**src/rtl/usb_speed_autodetect_pkg.sv**
```systemverilog
// Shared USB speed codes, line-state encodings and detector state type
// used by the speed auto-detector and its bench.
package usb_defines;

  localparam logic [1:0] USB_SPEED_AUTO = 2'd0;
  localparam logic [1:0] USB_SPEED_LS   = 2'd1;
  localparam logic [1:0] USB_SPEED_FS   = 2'd2;
  localparam logic [1:0] USB_SPEED_HS   = 2'd3;

  // Line state is {D-, D+}: D- high is the low-speed J, D+ high is the full-speed J
  localparam logic [1:0] LINE_SE0  = 2'b00;
  localparam logic [1:0] LINE_J_FS = 2'b01;
  localparam logic [1:0] LINE_J_LS = 2'b10;

  typedef enum logic [2:0] {
    START,
    IDLE,
    HIGH_LS,
    HIGH_FS,
    LOW,
    DONE
  } usb_detect_state_t;

endpackage

```
**src/rtl/usb_speed_autodetect_if.sv**
```systemverilog
// Front-end line state, detection control and detected-speed result
// bundled between the PHY front end and the capture/trigger logic.
interface usb_speed_autodetect_if #(
  parameter int pCOUNTER_WIDTH = 24
);

  logic                      fe_linestate0;
  logic                      fe_linestate1;
  logic                      I_restart;
  logic [pCOUNTER_WIDTH-1:0] I_wait1;
  logic [pCOUNTER_WIDTH-1:0] I_wait2;
  logic [1:0]                O_speed;

  modport master (
    output fe_linestate0,
    output fe_linestate1,
    output I_restart,
    output I_wait1,
    output I_wait2,
    input  O_speed
  );

  modport slave (
    input  fe_linestate0,
    input  fe_linestate1,
    input  I_restart,
    input  I_wait1,
    input  I_wait2,
    output O_speed
  );

endinterface

```
**src/rtl/usb_speed_autodetect.sv**
```systemverilog
// Classifies the attached USB device as LS/FS/HS from J-state polarity and
// HS chirp-low duration after a bus reset; result latched until restart.
module usb_speed_autodetect
  import usb_defines::*;
#(
  parameter int pCOUNTER_WIDTH   = 24,
  parameter int pWAIT_0_START    = 8,
  parameter int pWAIT_1_LINEHIGH = 32,
  parameter int pWAIT_2_LINELOW  = 32
) (
  input  logic                   fe_clk,
  input  logic                   reset_n,
  usb_speed_autodetect_if.slave  bus
);

  localparam logic [pCOUNTER_WIDTH-1:0] CNT_MAX    = '1;
  localparam logic [pCOUNTER_WIDTH-1:0] CNT_ONE    = pCOUNTER_WIDTH'(1);
  localparam logic [pCOUNTER_WIDTH-1:0] START_LAST = pCOUNTER_WIDTH'(pWAIT_0_START - 1);

  usb_detect_state_t         state, state_next;
  logic [pCOUNTER_WIDTH-1:0] cnt, cnt_next, cnt_inc;
  logic [1:0]                speed, speed_next;
  logic [1:0]                ls;
  logic [pCOUNTER_WIDTH-1:0] w1, w2;
  logic                      j_done, low_done;

  assign ls = {bus.fe_linestate1, bus.fe_linestate0};
  assign w1 = (bus.I_wait1 == '0) ? pCOUNTER_WIDTH'(pWAIT_1_LINEHIGH) : bus.I_wait1;
  assign w2 = (bus.I_wait2 == '0) ? pCOUNTER_WIDTH'(pWAIT_2_LINELOW) : bus.I_wait2;

  // Saturating increment so a stuck line can never wrap the count back to zero
  assign cnt_inc = (cnt == CNT_MAX) ? cnt : cnt + CNT_ONE;

  // The IDLE cycle that spotted the J is the first J cycle, so the counter
  // (cleared on entry) lags the true J run length by one.
  assign j_done   = (cnt_inc >= (w1 - CNT_ONE));
  assign low_done = (cnt_inc >= w2);

  // State, counter and result registers
  always_ff @(posedge fe_clk or negedge reset_n) begin
    if (!reset_n) begin
      state <= START;
      cnt   <= '0;
      speed <= USB_SPEED_AUTO;
    end else begin
      state <= state_next;
      cnt   <= cnt_next;
      speed <= speed_next;
    end
  end

  // Next-state, counter and speed decisions; restart overrides everything
  always_comb begin
    state_next = state;
    cnt_next   = cnt;
    speed_next = speed;
    if (bus.I_restart) begin
      state_next = START;
      cnt_next   = '0;
      speed_next = USB_SPEED_AUTO;
    end else begin
      case (state)
        START: begin
          if (cnt >= START_LAST) begin
            state_next = IDLE;
            cnt_next   = '0;
          end else begin
            cnt_next = cnt_inc;
          end
        end
        IDLE: begin
          if (ls == LINE_J_LS) begin
            state_next = HIGH_LS;
            cnt_next   = '0;
          end else if (ls == LINE_J_FS) begin
            state_next = HIGH_FS;
            cnt_next   = '0;
          end
        end
        HIGH_LS: begin
          if (ls == LINE_J_LS) begin
            if (j_done) begin
              state_next = DONE;
              speed_next = USB_SPEED_LS;
            end else begin
              cnt_next = cnt_inc;
            end
          end else begin
            state_next = IDLE;
            cnt_next   = '0;
          end
        end
        HIGH_FS: begin
          if (ls == LINE_J_FS) begin
            if (j_done) begin
              state_next = LOW;
              cnt_next   = '0;
            end else begin
              cnt_next = cnt_inc;
            end
          end else begin
            state_next = IDLE;
            cnt_next   = '0;
          end
        end
        LOW: begin
          // J may still be on the line when the minimum J time is met;
          // keep waiting until the chirp-low actually starts.
          if (ls == LINE_SE0) begin
            if (low_done) begin
              state_next = DONE;
              speed_next = USB_SPEED_HS;
            end else begin
              cnt_next = cnt_inc;
            end
          end else if ((ls == LINE_J_FS) && (cnt == '0)) begin
            state_next = LOW;
          end else begin
            state_next = DONE;
            speed_next = USB_SPEED_FS;
          end
        end
        DONE: begin
          state_next = DONE;
        end
        default: begin
          state_next = START;
          cnt_next   = '0;
          speed_next = USB_SPEED_AUTO;
        end
      endcase
    end
  end

  assign bus.O_speed = speed;

endmodule

```
**src/flat_wrapper.sv**
```systemverilog
// flat-port wrapper written by rule: the top's interface ports become plain ports
module usb_speed_autodetect_flat import usb_defines::*;
#(
  parameter int pCOUNTER_WIDTH   = 24,
  parameter int pWAIT_0_START    = 8,
  parameter int pWAIT_1_LINEHIGH = 32,
  parameter int pWAIT_2_LINELOW  = 32
)
  (fe_clk, reset_n, bus_fe_linestate0, bus_fe_linestate1, bus_I_restart, bus_I_wait1, bus_I_wait2, bus_O_speed);
  usb_speed_autodetect_if #(.pCOUNTER_WIDTH(pCOUNTER_WIDTH)) bus_i ();
  input  logic fe_clk;
  input  logic reset_n;
  input wire logic [$bits(bus_i.fe_linestate0)-1:0] bus_fe_linestate0;
  input wire logic [$bits(bus_i.fe_linestate1)-1:0] bus_fe_linestate1;
  input wire logic [$bits(bus_i.I_restart)-1:0] bus_I_restart;
  input wire logic [$bits(bus_i.I_wait1)-1:0] bus_I_wait1;
  input wire logic [$bits(bus_i.I_wait2)-1:0] bus_I_wait2;
  output wire logic [$bits(bus_i.O_speed)-1:0] bus_O_speed;
  assign bus_i.fe_linestate0 = bus_fe_linestate0;
  assign bus_i.fe_linestate1 = bus_fe_linestate1;
  assign bus_i.I_restart = bus_I_restart;
  assign bus_i.I_wait1 = bus_I_wait1;
  assign bus_i.I_wait2 = bus_I_wait2;
  assign bus_O_speed = bus_i.O_speed;
  usb_speed_autodetect #(.pCOUNTER_WIDTH(pCOUNTER_WIDTH), .pWAIT_0_START(pWAIT_0_START), .pWAIT_1_LINEHIGH(pWAIT_1_LINEHIGH), .pWAIT_2_LINELOW(pWAIT_2_LINELOW)) u_core (.fe_clk(fe_clk), .reset_n(reset_n), .bus(bus_i));
endmodule
```
**config.mk**
```make
export PLATFORM = sky130hd
export DESIGN_NAME = usb_speed_autodetect_flat
export DESIGN_NICKNAME = d
export VERILOG_FILES = /design/src/rtl/usb_speed_autodetect_pkg.sv /design/src/rtl/usb_speed_autodetect_if.sv /design/src/rtl/usb_speed_autodetect.sv /design/src/flat_wrapper.sv
export SDC_FILE = /design/constraint.sdc
export NUM_CORES = 1
export LEC_CHECK = 0
export ABC_CLOCK_PERIOD_IN_PS = 10060
export CORE_MARGIN = 4
export CORE_UTILIZATION = 50
export CTS_CLUSTER_DIAMETER = 40
export DETAILED_ROUTE_END_ITERATION = 10
export PLACE_DENSITY_LB_ADDON = 0.15
export SYNTH_ARGS = -nofsm -noshare
export SYNTH_HDL_FRONTEND = slang
export SYNTH_SLANG_ARGS = --single-unit
```
**constraint.sdc**
```tcl
create_clock -name fe_clk -period 10.06 [get_ports fe_clk]
set_input_delay 3.018 -clock fe_clk [delete_from_list [all_inputs] [get_ports fe_clk]]
set_output_delay 3.018 -clock fe_clk [all_outputs]
set_load 0.02 [all_outputs]
```
Yosys cells after proc, flatten, opt, wreduce, memory -nomap -nowiden
Index checks and enable logic that the tools add are counted.

Bits in latches: 0. Register bits: 29. Word-level logic and storage cells: 72. Memory bits (writable): 0. Bits of input ports: 53. Bits in read-only memories: 0. Output and inout port bits: 2. Memories kept: 0.

Div/mod/pow operators: 0. Mux-type cells: 33. Shift operators: 0. Reduce and logical (&&, ||, !) cells: 10. Bitwise operators: 0. Multiply operators: 0. Add/subtract/negate cells: 2. Order comparisons: 3. Equal/unequal tests: 21.

Operator list (count): $mux W24 (13); $pmux W24 S6 (1); $logic_not A24 Y1 (3); $ge A24 B24 Y1 (2); $mux W3 (10); $add A24 B1 Y24 const B (1); $eq A24 B24 Y1 const B (1); $ge A24 B3 Y1 const B (1); $sub A24 B1 Y24 const B (1); $pmux W3 S6 (1); $ne A4 B3 Y1 const B (4); $reduce_and A5 Y1 (3); $mux W2 (6); $ne A3 B2 Y1 const B (4); $eq A3 B2 Y1 const B (2); $eq A3 B3 Y1 const B (2); $pmux W2 S3 (1); $ne A4 B2 Y1 const B (1); $ne A4 B4 Y1 const B (1); $reduce_or A4 Y1 (1); $eq A3 B1 Y1 const B (1); $logic_not A3 Y1 (1); $ne A3 B3 Y1 const B (1); $eq A2 B1 Y1 const B (1); other kinds (6) (6).

Longest topological paths before layout
Depth after elaboration: 8. Gate-level depth with buffers: 20. Depth with buffers taken out: 17.

Worst setup path after synthesis
OpenSTA, ideal clock, no wires.

Path kind: input to register. From: input port bus_I_wait1[11]. To: register u_core.cnt[10]. Setup time: 0.133 ns. Arrival time: 6.572 ns. Data required time: 9.927 ns. Slack: 3.355 ns. Stages on the path: 18. Buffers on the path: 1. Cells stage by stage: or4_1 -> nor4_2 -> nor4b_1 -> a31oi_1 -> nand3_1 -> nor2_1 -> nand4_1 -> xor2_1 -> ha_1 -> nand4_1 -> nor3_1 -> a22oi_1 -> o211ai_1 -> a31oi_1 -> a32oi_1 -> a21o_1 -> clkbuf_1 -> o21ai_0.

Cells in the longest elaborated chain, start to end: 8. Elaborated cells between the ends (all ways): 10. Those cells by class: add/sub: 1; order compare: 1; eq/ne: 1; mux: 5; reduce/logical: 2.

Ends and longest elaborated chain: start: declaration (RTL line flat_wrapper.sv:16) `input wire logic [$bits(bus_i.I_wait1)-1:0] bus_I_wait1;`; $logic_not A24 Y1 (RTL line usb_speed_autodetect.sv:28) `assign w1 = (bus.I_wait1 == '0) ? pCOUNTER_WIDTH'(pWAIT_1_LINEHIGH) : bus.I_wait1;`; $mux W24 * (RTL line usb_speed_autodetect.sv:28); $sub A24 B1 Y24 * (RTL line usb_speed_autodetect.sv:36) `assign j_done = (cnt_inc >= (w1 - CNT_ONE));`; $ge A24 B24 Y1 * (RTL line usb_speed_autodetect.sv:36); $mux W24 (RTL line usb_speed_autodetect.sv:95) `if (j_done) begin`; $mux W24 (RTL line usb_speed_autodetect.sv:94) `if (ls == LINE_J_FS) begin`; $pmux W24 S6 (RTL line usb_speed_autodetect.sv:62) `case (state)`; $mux W24 (RTL line usb_speed_autodetect.sv:57) `if (bus.I_restart) begin`; end signal: assignment (RTL line usb_speed_autodetect.sv:47) `cnt <= cnt_next;`; end: declaration (RTL line usb_speed_autodetect.sv:21) `logic [pCOUNTER_WIDTH-1:0] cnt, cnt_next, cnt_inc;`.

Every way passes the cells marked *; elsewhere a longest branch is shown, timed or not. A chain may end at the register's enable or synchronous reset.

Worst setup path after layout
From: input port bus_I_wait1[11]. To: register u_core.cnt[2].

Same word-level chain as after synthesis.

==> results_dict.tcl <==
set metrics [dict create \
    ys_seq_area_share_pct 19.8 \
    core_region_area_um2 6940 \
    cts_setup_buffers 0 \
    critPathMaxStageDelay_ns 0.80 \
    die_area_um2 8770 \
    drc 0 \
    worst_hold_startpoint "u_core.bus.O_speed[1]" \
    max_slew_margin_pct 41.3 \
    clock_latency_ns 0.28 \
    drv_slew 0 \
    cts_tree "built" \
    grt_pass1_vias 3310 \
    place_inst 626 \
    nets 641 \
    instances_no_fill 634 \
    initial_core_util_pct 52.8 \
    drv_cap 0 \
    synth_area_leaders "dfrtp_1, ha_1, nand2_1" \
    detail_route.wl_per_cell_um 14.9 \
    synth.avg_cell_area_um2 7.47 \
    crit_slowest_cell "o21a_1" \
    area_growth_pct 18.7 \
    pre_cts_ws_ns 1.82 \
    dieWidth_um 93.6 \
    layout_commonest_cell "nand2_1" \
    port_buffers 54 \
    finalCritPeriodShare_pct 79.7 \
    hold_slack_ns 0.506 \
    overflow 0 \
    end_kind "flop" \
    ys_warn_count 0 \
    critPathArrivalTime_ns 8.21 \
    rr_startpoint "u_core.cnt[0]" \
    placed_area_um2 4270 \
    grt_pass1_wl_um 15400 \
    power-per-cell-area_nw_per_um2 89.2 \
    h-tree-depth 2 \
    cts_sinks 29 \
    crit_start "bus_I_wait1[11]" \
    drt-vias-per-instance 5.76 \
    async_flop_share_pct 100 \
    drtAntennaViolNets 0 \
    fin_area_um2 4350 \
    grt_util_all_layers_pct 22.0 \
    die-height_um 93.6 \
    synth_edf_count 0 \
    worst_slack_ns 2.04 \
    cts-buffers-inserted 5 \
    rows 30 \
    antenna_found_initial 0 \
    final_cell_mix "nand2_1, clkdlybuf4s50_1, ha_1, inv_1, o21ai_0" \
    netlist_instances 491 \
    diodes 0 \
    num_vias 3653 \
    start_kind "primary input" \
    synth_top_cell_by_area "dfrtp_1" \
    ys_ff_latch 29 \
    io_pins 55 \
    path_clk_slew_ns 0.06 \
    hold_class "flop to flop" \
    postLayoutCoreUtil_pct 62.7 \
    ys_types 51 \
    finalHoldViolations 0 \
    crit_fanout 23 \
    clock_skew_ns 0.00756 \
    worst_pin_slew_ns 0.881 \
    setup_viol 0 \
    cts_resized 0 \
    tns_ns 0 \
    outcome "completed" \
    synth_ff_type "dfrtp_1" \
    yosysTopAreaCellShare_pct 19.8 \
    worst_ir_drop_vdd_uv 81.8 \
    synth_nets 595 \
    rsz0062_at_grt "no" \
    clock_path_buffers 2 \
    period_needed_ns 8.02 \
    power.leakage_nw 1.93 \
    power_mw 0.388 \
    drive_gt1_share_pct 5.02 \
    fmax_mhz 125 \
    timing_worst_setup_path_type "primary input to flop" \
    wirelength_um 9450 \
    syn_area_um2 3670 \
    grt_max_degree 30 \
    root_buffer "clkbuf_8" \
    cts_hold_buffers 0 \
    dp_hpwl_um 7720 \
    globalplace.congestion 0.903 \
    first_pass_iters 5 \
    fillers 624 \
    crit_chain "clkdlybuf4s50_1 -> or4_1 -> nor4_2 -> nor4b_1 -> a31oi_1 -> nand3_1 -> nor2_1 -> nand4_1 -> xor2_1 -> ha_1 -> a21oi_1 -> nand2_1 -> a22oi_1 -> o211ai_1 -> a31oi_1 -> o21a_1 -> nand3_1 -> o21ai_0" \
    drtIter0Drc 207 \
    critPathRequiredTime_ns 10.25 \
]
Yosys cell counts, drive strengths merged (3+ instances only):
cell	n
nor4	20
o21ai	35
ha	51
and4	5
mux2	3
or2	14
clkbuf	13
buf	5
a21o	3
nand3	26
a21oi	30
or3	3
and2	5
nor3b	3
nor3	20
or4	7
xor2	18
dfrtp	29
nand2b	4
inv	35
nor2b	7
nor2	26
o31ai	3
xnor2	15
nand2	61
a31oi	7
and3	5
o21a	6
o211ai	4
nand4	6
nor4b	3
a211oi	5
a21boi	3
worst max-delay path: cells and delay by family:
kind | cells | cell delay [ns]
fa+ha+maj | 1 | 0.27
xor+xnor | 1 | 0.15
simple gates | 8 | 2.24
compound gates | 7 | 2.05
buf+inv | 1 | 0.47
power breakdown:
| group | internal, mW | switching [mW] | total, mW |
|---|---|---|---|
| logic | 0.0688 | 0.0880 | 0.157 |
| registers | 0.125 | 0.0149 | 0.140 |
| clock network | 0.0490 | 0.0429 | 0.0919 |
layout make-up:
class | instances | area [um2] | area share [%]
Multi-Input combinational cell | 409 | 2730 | 62.8
Sequential cell | 29 | 726 | 16.7
Clock buffer | 8 | 80.1 | 1.84
Tap cell | 96 | 120 | 2.76
Inverter | 35 | 131 | 3.02
Timing Repair Buffer | 57 | 563 | 12.9
registers in the layout (all words and copies together) (netlist names):
register	count
u_core.state	3
u_core.cnt	24
u_core.bus.O_speed	2
per-layer routing:
metal  global-route usage [%]  vias up  part of all wire, %
li1                         -     1867                    -
met2                     37.5      108                   48
met3                     2.90        8                  4.7
met5                        0        -                    0
met1                     29.5     1670                   46
met4                     4.93        0                  1.0
cells by family (layout without fill, tap and decap cells):
family | after synthesis | after routing | share of synthesized area, %
fa+ha+maj | 51 | 51 | 17.4
mux | 4 | 4 | 1.19
xor+xnor | 33 | 33 | 7.88
simple gates | 217 | 217 | 31.1
buf+inv | 53 | 100 | 5.70
flops | 29 | 29 | 19.8
compound gates | 104 | 104 | 16.9
worst paths after layout:
| kind | endpoint | slack, ns | cells after the start |
|---|---|---|---|
| max | u_core.cnt[2] | 2.04 | 18 |
| min | u_core.bus.O_speed[1] | 0.51 | 1 |
| max reg2reg | u_core.cnt[12] | 4.76 | 17 |
| min reg2reg | u_core.bus.O_speed[1] | 0.51 | 1 |
| max in group asynchronous | u_core.cnt[0] | 6.64 | 2 |
| min in group asynchronous | u_core.state[0] | 3.13 | 2 |
(Power assumes the default switching activity.)
